--- config.mk ---
export PLATFORM = sky130hd
export DESIGN_NAME = image_fetch
export DESIGN_NICKNAME = d
export VERILOG_FILES = /design/src/rtl/image_fetch.sv
export SDC_FILE = /design/constraint.sdc
export NUM_CORES = 1
export LEC_CHECK = 0
export BUFFER_PORTS_ARGS = -buffer_cell sky130_fd_sc_hd__buf_2
export CORE_UTILIZATION = 50
export CTS_BUF_LIST = sky130_fd_sc_hd__clkbuf_2
export DETAILED_ROUTE_END_ITERATION = 10
export MAX_ROUTING_LAYER = met4
export PLACE_DENSITY_LB_ADDON = 0.1
export SLEW_MARGIN = 5
export SYNTH_ARGS = -nofsm -noshare
export SYNTH_HDL_FRONTEND = slang
export SYNTH_SLANG_ARGS = --single-unit
--- constraint.sdc ---
create_clock -name clk -period 3.9 [get_ports clk]
set_input_delay 0.195 -clock clk [delete_from_list [all_inputs] [get_ports clk]]
set_output_delay 0.195 -clock clk [all_outputs]
set_load 0.01 [all_outputs]
--- src/rtl/image_fetch.sv ---
// image_fetch: walks the image ROM in its down-counting address order (N..1) and
// re-emits the captured frame as a raster-ordered valid/ready pixel stream.
module image_fetch #(
  parameter int unsigned IMG_W  = 28,
  parameter int unsigned IMG_H  = 28,
  parameter int unsigned DATA_W = 16,
  parameter int unsigned ADDR_W = 16,
  localparam int unsigned RowW  = (IMG_H > 1) ? $clog2(IMG_H) : 1,
  localparam int unsigned ColW  = (IMG_W > 1) ? $clog2(IMG_W) : 1
) (
  input  logic                     clk,
  input  logic                     n_reset,
  input  logic                     go,
  output logic [ADDR_W-1:0]        address,
  output logic                     start,
  input  logic signed [DATA_W-1:0] input_feature,
  input  logic                     ready_in,
  output logic signed [DATA_W-1:0] pix_data,
  output logic                     pix_valid,
  input  logic                     pix_ready,
  output logic [RowW-1:0]          row,
  output logic [ColW-1:0]          col,
  output logic                     last,
  output logic                     busy,
  output logic                     done
);

  localparam int unsigned NPix = IMG_W * IMG_H;
  localparam logic [ADDR_W-1:0] NAddr  = ADDR_W'(NPix);
  localparam logic [ADDR_W-1:0] LastK  = ADDR_W'(NPix - 1);
  localparam logic [ColW-1:0]   ColMax = ColW'(IMG_W - 1);

  typedef enum logic [1:0] {StIdle, StFetch, StDrain} state_e;

  state_e              state_q, state_d;
  logic [ADDR_W-1:0]   remaining_q, remaining_d;
  logic [ADDR_W-1:0]   address_q, address_d;
  logic                done_q, done_d;

  // Three-entry skid FIFO: covers the pixel in the ROM pipe plus the one being addressed.
  logic signed [DATA_W-1:0] fifo_q [3];
  logic [1:0]          wr_ptr_q, wr_ptr_d;
  logic [1:0]          rd_ptr_q, rd_ptr_d;
  logic [1:0]          count_q, count_d;
  logic [2:0]          count_next;

  logic [ADDR_W-1:0]   out_k_q, out_k_d;
  logic [RowW-1:0]     row_q, row_d;
  logic [ColW-1:0]     col_q, col_d;

  logic                capture;
  logic                pop;
  logic                issue;
  logic                frame_end;

  assign busy      = (state_q != StIdle);
  assign start     = busy;
  assign pix_valid = (count_q != 2'd0);
  assign capture   = ready_in & start;
  assign pop       = pix_valid & pix_ready;
  assign last      = pix_valid & (out_k_q == LastK);
  assign frame_end = pop & last & (state_q == StDrain);

  assign count_next = {1'b0, count_q} + {2'b00, capture} - {2'b00, pop};
  // Room check counts the address on the bus now, whose data lands next cycle.
  assign issue = (remaining_q != '0) &&
                 ((count_next + {2'b00, (address_q != '0)}) <= 3'd2);

  // Head is forced to 0 when empty so the stream is quiet while idle.
  assign pix_data = pix_valid ? fifo_q[rd_ptr_q] : '0;
  assign address  = address_q;
  assign row      = row_q;
  assign col      = col_q;
  assign done     = done_q;

  // Sequencer next state: issue addresses while there is room, then wait for the last pop.
  always_comb begin
    state_d     = state_q;
    remaining_d = remaining_q;
    address_d   = '0;
    done_d      = 1'b0;
    unique case (state_q)
      StIdle: begin
        if (go) begin
          address_d   = NAddr;
          remaining_d = NAddr - 1'b1;
          state_d     = (NPix == 1) ? StDrain : StFetch;
        end
      end
      StFetch: begin
        if (issue) begin
          address_d   = remaining_q;
          remaining_d = remaining_q - 1'b1;
          if (remaining_q == {{(ADDR_W-1){1'b0}}, 1'b1}) begin
            state_d = StDrain;
          end
        end
      end
      StDrain: begin
        if (frame_end) begin
          done_d  = 1'b1;
          state_d = StIdle;
        end
      end
      default: state_d = StIdle;
    endcase
  end

  // FIFO pointers and raster position of the head pixel.
  always_comb begin
    wr_ptr_d = wr_ptr_q;
    rd_ptr_d = rd_ptr_q;
    count_d  = count_next[1:0];
    out_k_d  = out_k_q;
    row_d    = row_q;
    col_d    = col_q;
    if (capture) begin
      wr_ptr_d = (wr_ptr_q == 2'd2) ? 2'd0 : wr_ptr_q + 2'd1;
    end
    if (pop) begin
      rd_ptr_d = (rd_ptr_q == 2'd2) ? 2'd0 : rd_ptr_q + 2'd1;
      out_k_d  = out_k_q + 1'b1;
      if (col_q == ColMax) begin
        col_d = '0;
        row_d = row_q + 1'b1;
      end else begin
        col_d = col_q + 1'b1;
      end
    end
    if (frame_end) begin
      wr_ptr_d = 2'd0;
      rd_ptr_d = 2'd0;
      count_d  = 2'd0;
      out_k_d  = '0;
      row_d    = '0;
      col_d    = '0;
    end
  end

  // Control and counter state; asynchronous reset drops everything back to idle.
  always_ff @(posedge clk or negedge n_reset) begin
    if (!n_reset) begin
      state_q     <= StIdle;
      remaining_q <= '0;
      address_q   <= '0;
      done_q      <= 1'b0;
      wr_ptr_q    <= 2'd0;
      rd_ptr_q    <= 2'd0;
      count_q     <= 2'd0;
      out_k_q     <= '0;
      row_q       <= '0;
      col_q       <= '0;
    end else begin
      state_q     <= state_d;
      remaining_q <= remaining_d;
      address_q   <= address_d;
      done_q      <= done_d;
      wr_ptr_q    <= wr_ptr_d;
      rd_ptr_q    <= rd_ptr_d;
      count_q     <= count_d;
      out_k_q     <= out_k_d;
      row_q       <= row_d;
      col_q       <= col_d;
    end
  end

  // FIFO storage; contents are don't-care while count is zero, so no reset.
  always_ff @(posedge clk) begin
    if (capture) begin
      fifo_q[wr_ptr_q] <= input_feature;
    end
  end

  // The issue rule must keep every capture within the three entries.
  no_overflow: assert property (@(posedge clk) disable iff (!n_reset)
                                !(capture && (count_q == 2'd3)));

endmodule

==> out/metrics.cfg <==
[logic_synthesis]
synthAdderAreaFrac=0.0278
syn_area_um2=5220
syn-num-nets=488
synth_compound_area_frac=0.103
synthXorXnorAreaFrac=0.0280
synth-simple-area-share=0.178
synthFlopType=dfrtp_1
synth_top_family_by_area=simple AND/OR/NAND/NOR gates
yosys-top-cells-area=dfrtp_1 (32%), edfxtp_1 (28%), nor2_1 (4.2%)
synth_edf_count=48
yosysUniqueCellTypes=64
synth_seq_cells=115
ys_top_cells_by_count=dfrtp_1 (67), nor2_1 (58), edfxtp_1 (48), nand2_1 (41), a21oi_1 (21)
synth_mux_area_frac=0.0364
ys_async_sr_fraction=0.583
yosys.area.top_type=dfrtp_1
yosysMostFrequentCell=dfrtp_1
synthCells=456
seq_area_frac_synth=0.597
synth_top_area_share=0.321
synth.avg_cell_area_um2=11.4
ys_warn_count=0

[place]
gp_congestion=0.861
portBuffers=67
dp_hpwl_um=7030

[setup_path]
reg2reg_from=state_q[1]$_DFFE_PN0P_
critPathRequiredTime_ns=4.46
critPathMaxFanout=13
rr_worst_depth=14
worstSetupStartpointType=register
crit_path_end_kind=register
cp.arrival_ns=4.19
rrSetupSlack_ns=0.26
crit_type=reg -> reg
rr_endpoint=remaining_q[4]$_DFFE_PN0P_

[global_routing]
overflow=0
track_usage=0.216
grt_max_degree=40
grt_pass1_vias=3550
grt_pass1_wl_um=17700
antenna_found_initial=0

[sta]
tightest_slew_ns=1.11
setup_viol_count_final=0
rsz0062_at_grt=no
hold_ws_ns=0.0772
fmax_ghz=0.275
period_minus_slack_ns=3.64
slew_viol_final=0
hold_violations=0
final.setup.tns_ns=0
fin_skew_ns=0.0234
fin_crit_sh=0.932
slew_headroom=0.259

[floorplanning]
placementRows=36
top_level_ports=68
core_area_um2=9950
fp.dieW_um=104
start_util=0.524
die_area_um2=10900
die_h_um=104

[drt]
ant_nets=0
drt_wl_total_um=10700
wl_per_cell_um=15.5
drt_pass1_iterations=4
vias_per_cell=5.42
drc=0
vias=3744
detail_route.iter0.violations=240

[flow_run]
maxCapViolations=0

[power_and_ir_drop]
power.share.clock=0.168
p_leak_nw=2.69
power_frac_comb=0.431
p_sw_mw=1.88
peakVddDrop_v=0.000525
sw_frac_of_total=0.409
p_int_mw=2.71
power_density_nw_per_um2=750
power_frac_seq=0.401

[cts]
clk_latency_ns=0.62
cts_root_buf=clkbuf_2
cts.path.max_buffers=2
htreeDepth=4
cts.clk_slew.worst_paths_ns=0.16
clkSinkCount=115
cts_setup_buffers=0
numCtsBuffers=17
cts_tree=built

[worst_hold_path]
holdPathEnd=wr_ptr_q[1]$_DFFE_PN0P_
hold_path.class=in -> reg
min_path_cells=4
hold_path.startpoint=ready_in

[layout]
syn2layout_area_growth_pct=17.1
fin_nets=578
regArea_um2=3120
nFillCells=829
antenna_cells=0
multiInputGateArea_um2=1980
drive_gt1_frac=0.219

[status]
status=complete, no violations

-- power by group through the flow --
stage	Clock (mW)	Sequential, mW	Combinational (mW)
floorplan	0	1.76	1.47
global placement	0	1.85	1.85
detailed placement	0	1.86	1.88
CTS	0.789	1.84	1.91
global route	0.844	1.88	2.18
finish	0.768	1.84	1.98
-- area by class of cell --
type / instances / area share
multi-input combinational: 308 / 0.324
clock buffer: 18 / 0.0147
clock inverter: 13 / 0.0233
inverter: 11 / 0.00676
sequential: 115 / 0.510
tap: 133 / 0.0272
timing repair buffer: 93 / 0.0938
-- critical path, cell delays in order, from the launching register on --
cell     delay, ns
dfrtp_1       0.48
or2_2         0.32
nand2_1       0.21
ha_1          0.27
inv_1         0.05
ha_1          0.13
inv_1         0.05
fa_1          0.50
inv_1         0.05
ha_1          0.19
xor3_1        0.22
a21oi_4       0.22
o21ai_4       0.16
or4_2         0.62
nand3_1       0.10
-- layer usage --
| layer | vias to the layer above | routed length [µm] | GRT usage |
|---|---|---|---|
| li1 | 1846 | - | - |
| met1 | 1811 | 4910 | 0.275 |
| met2 | 77 | 5340 | 0.341 |
| met3 | 10 | 379 | 0.0439 |
| met4 | 0 | 114 | 0.0837 |
| met5 | - | 0 | - |
-- stage by stage --
| stage | power, mW | setup slack, ns | utilization | cell area [µm²] | cells |
|---|---|---|---|---|---|
| global placement | 3.70 | 0.300 | 0.572 | 5690 | 643 |
| global route | 4.91 | 0.0147 | 0.614 | 6110 | 691 |
| floorplan | 3.24 | 0.385 | - | 5220 | 456 |
| CTS | 4.54 | 0.139 | 0.612 | 6100 | 691 |
| finish | 4.58 | 0.264 | 0.614 | 6110 | 691 |
| detailed placement | 3.74 | 0.213 | 0.572 | 5690 | 643 |
-- cells by family (layout without fill, tap and decap cells) --
kind of cell,count (synthesis),count (layout)
AO/OA/AOI/OAI,74,74
flip-flops,115,115
XOR/XNOR,15,15
buffers and inverters,33,135
adder cells (fa/ha/maj),11,11
AND/OR/NAND/NOR,189,189
multiplexers,19,19
-- cells in the final DEF, fill, tap and decap left out, types with 10 or more instances in the layout --
master | netlist | layout
a21oi_1 | 21 | 21
edfxtp_1 | 48 | 48
nor3_1 | 16 | 15
dfrtp_1 | 67 | 67
nor2_1 | 58 | 58
nand3_1 | 15 | 15
o21ai_0 | 10 | 10
clkbuf_2 | 1 | 18
nand2_1 | 41 | 41
ha_1 | 10 | 10
inv_1 | 11 | 11
dlygate4sd3_1 | 0 | 17
xnor2_1 | 10 | 10
mux2i_1 | 19 | 19
buf_2 | 4 | 67
and2_1 | 10 | 10
-- what timing repair did --
action | CTS | global route
hold buffers | 17 | 0
resized for setup | 0 | 3
endpoints found under the setup margin | 0 | 6
endpoints found under the hold margin | 86 | 0
-- worst max-delay path by stage --
stage | cells after the start | to | slack, ns | startpoint
final | 14 | remaining_q[4]$_DFFE_PN0P_ | 0.26 | state_q[1]$_DFFE_PN0P_
after CTS | 14 | remaining_q[6]$_DFFE_PN0P_ | 0.14 | state_q[1]$_DFFE_PN0P_
after global placement | 14 | remaining_q[4]$_DFFE_PN0P_ | 0.30 | state_q[1]$_DFFE_PN0P_
after global routing | 14 | remaining_q[4]$_DFFE_PN0P_ | 0.01 | state_q[1]$_DFFE_PN0P_
after floorplan | 15 | remaining_q[4]$_DFFE_PN0P_ | 0.38 | count_q[1]$_DFF_PN0_
after detailed placement | 14 | remaining_q[6]$_DFFE_PN0P_ | 0.21 | state_q[1]$_DFFE_PN0P_
-- state kept, by name, indices dropped and copies added, names as in the netlist --
name         cells
address         16
col              5
count_q          2
done             1
fifo_q          48
out_k_q         16
rd_ptr_q         2
remaining_q     16
row              5
state_q          2
wr_ptr_q         2
No activity file was read; power rests on OpenSTA's default activity.
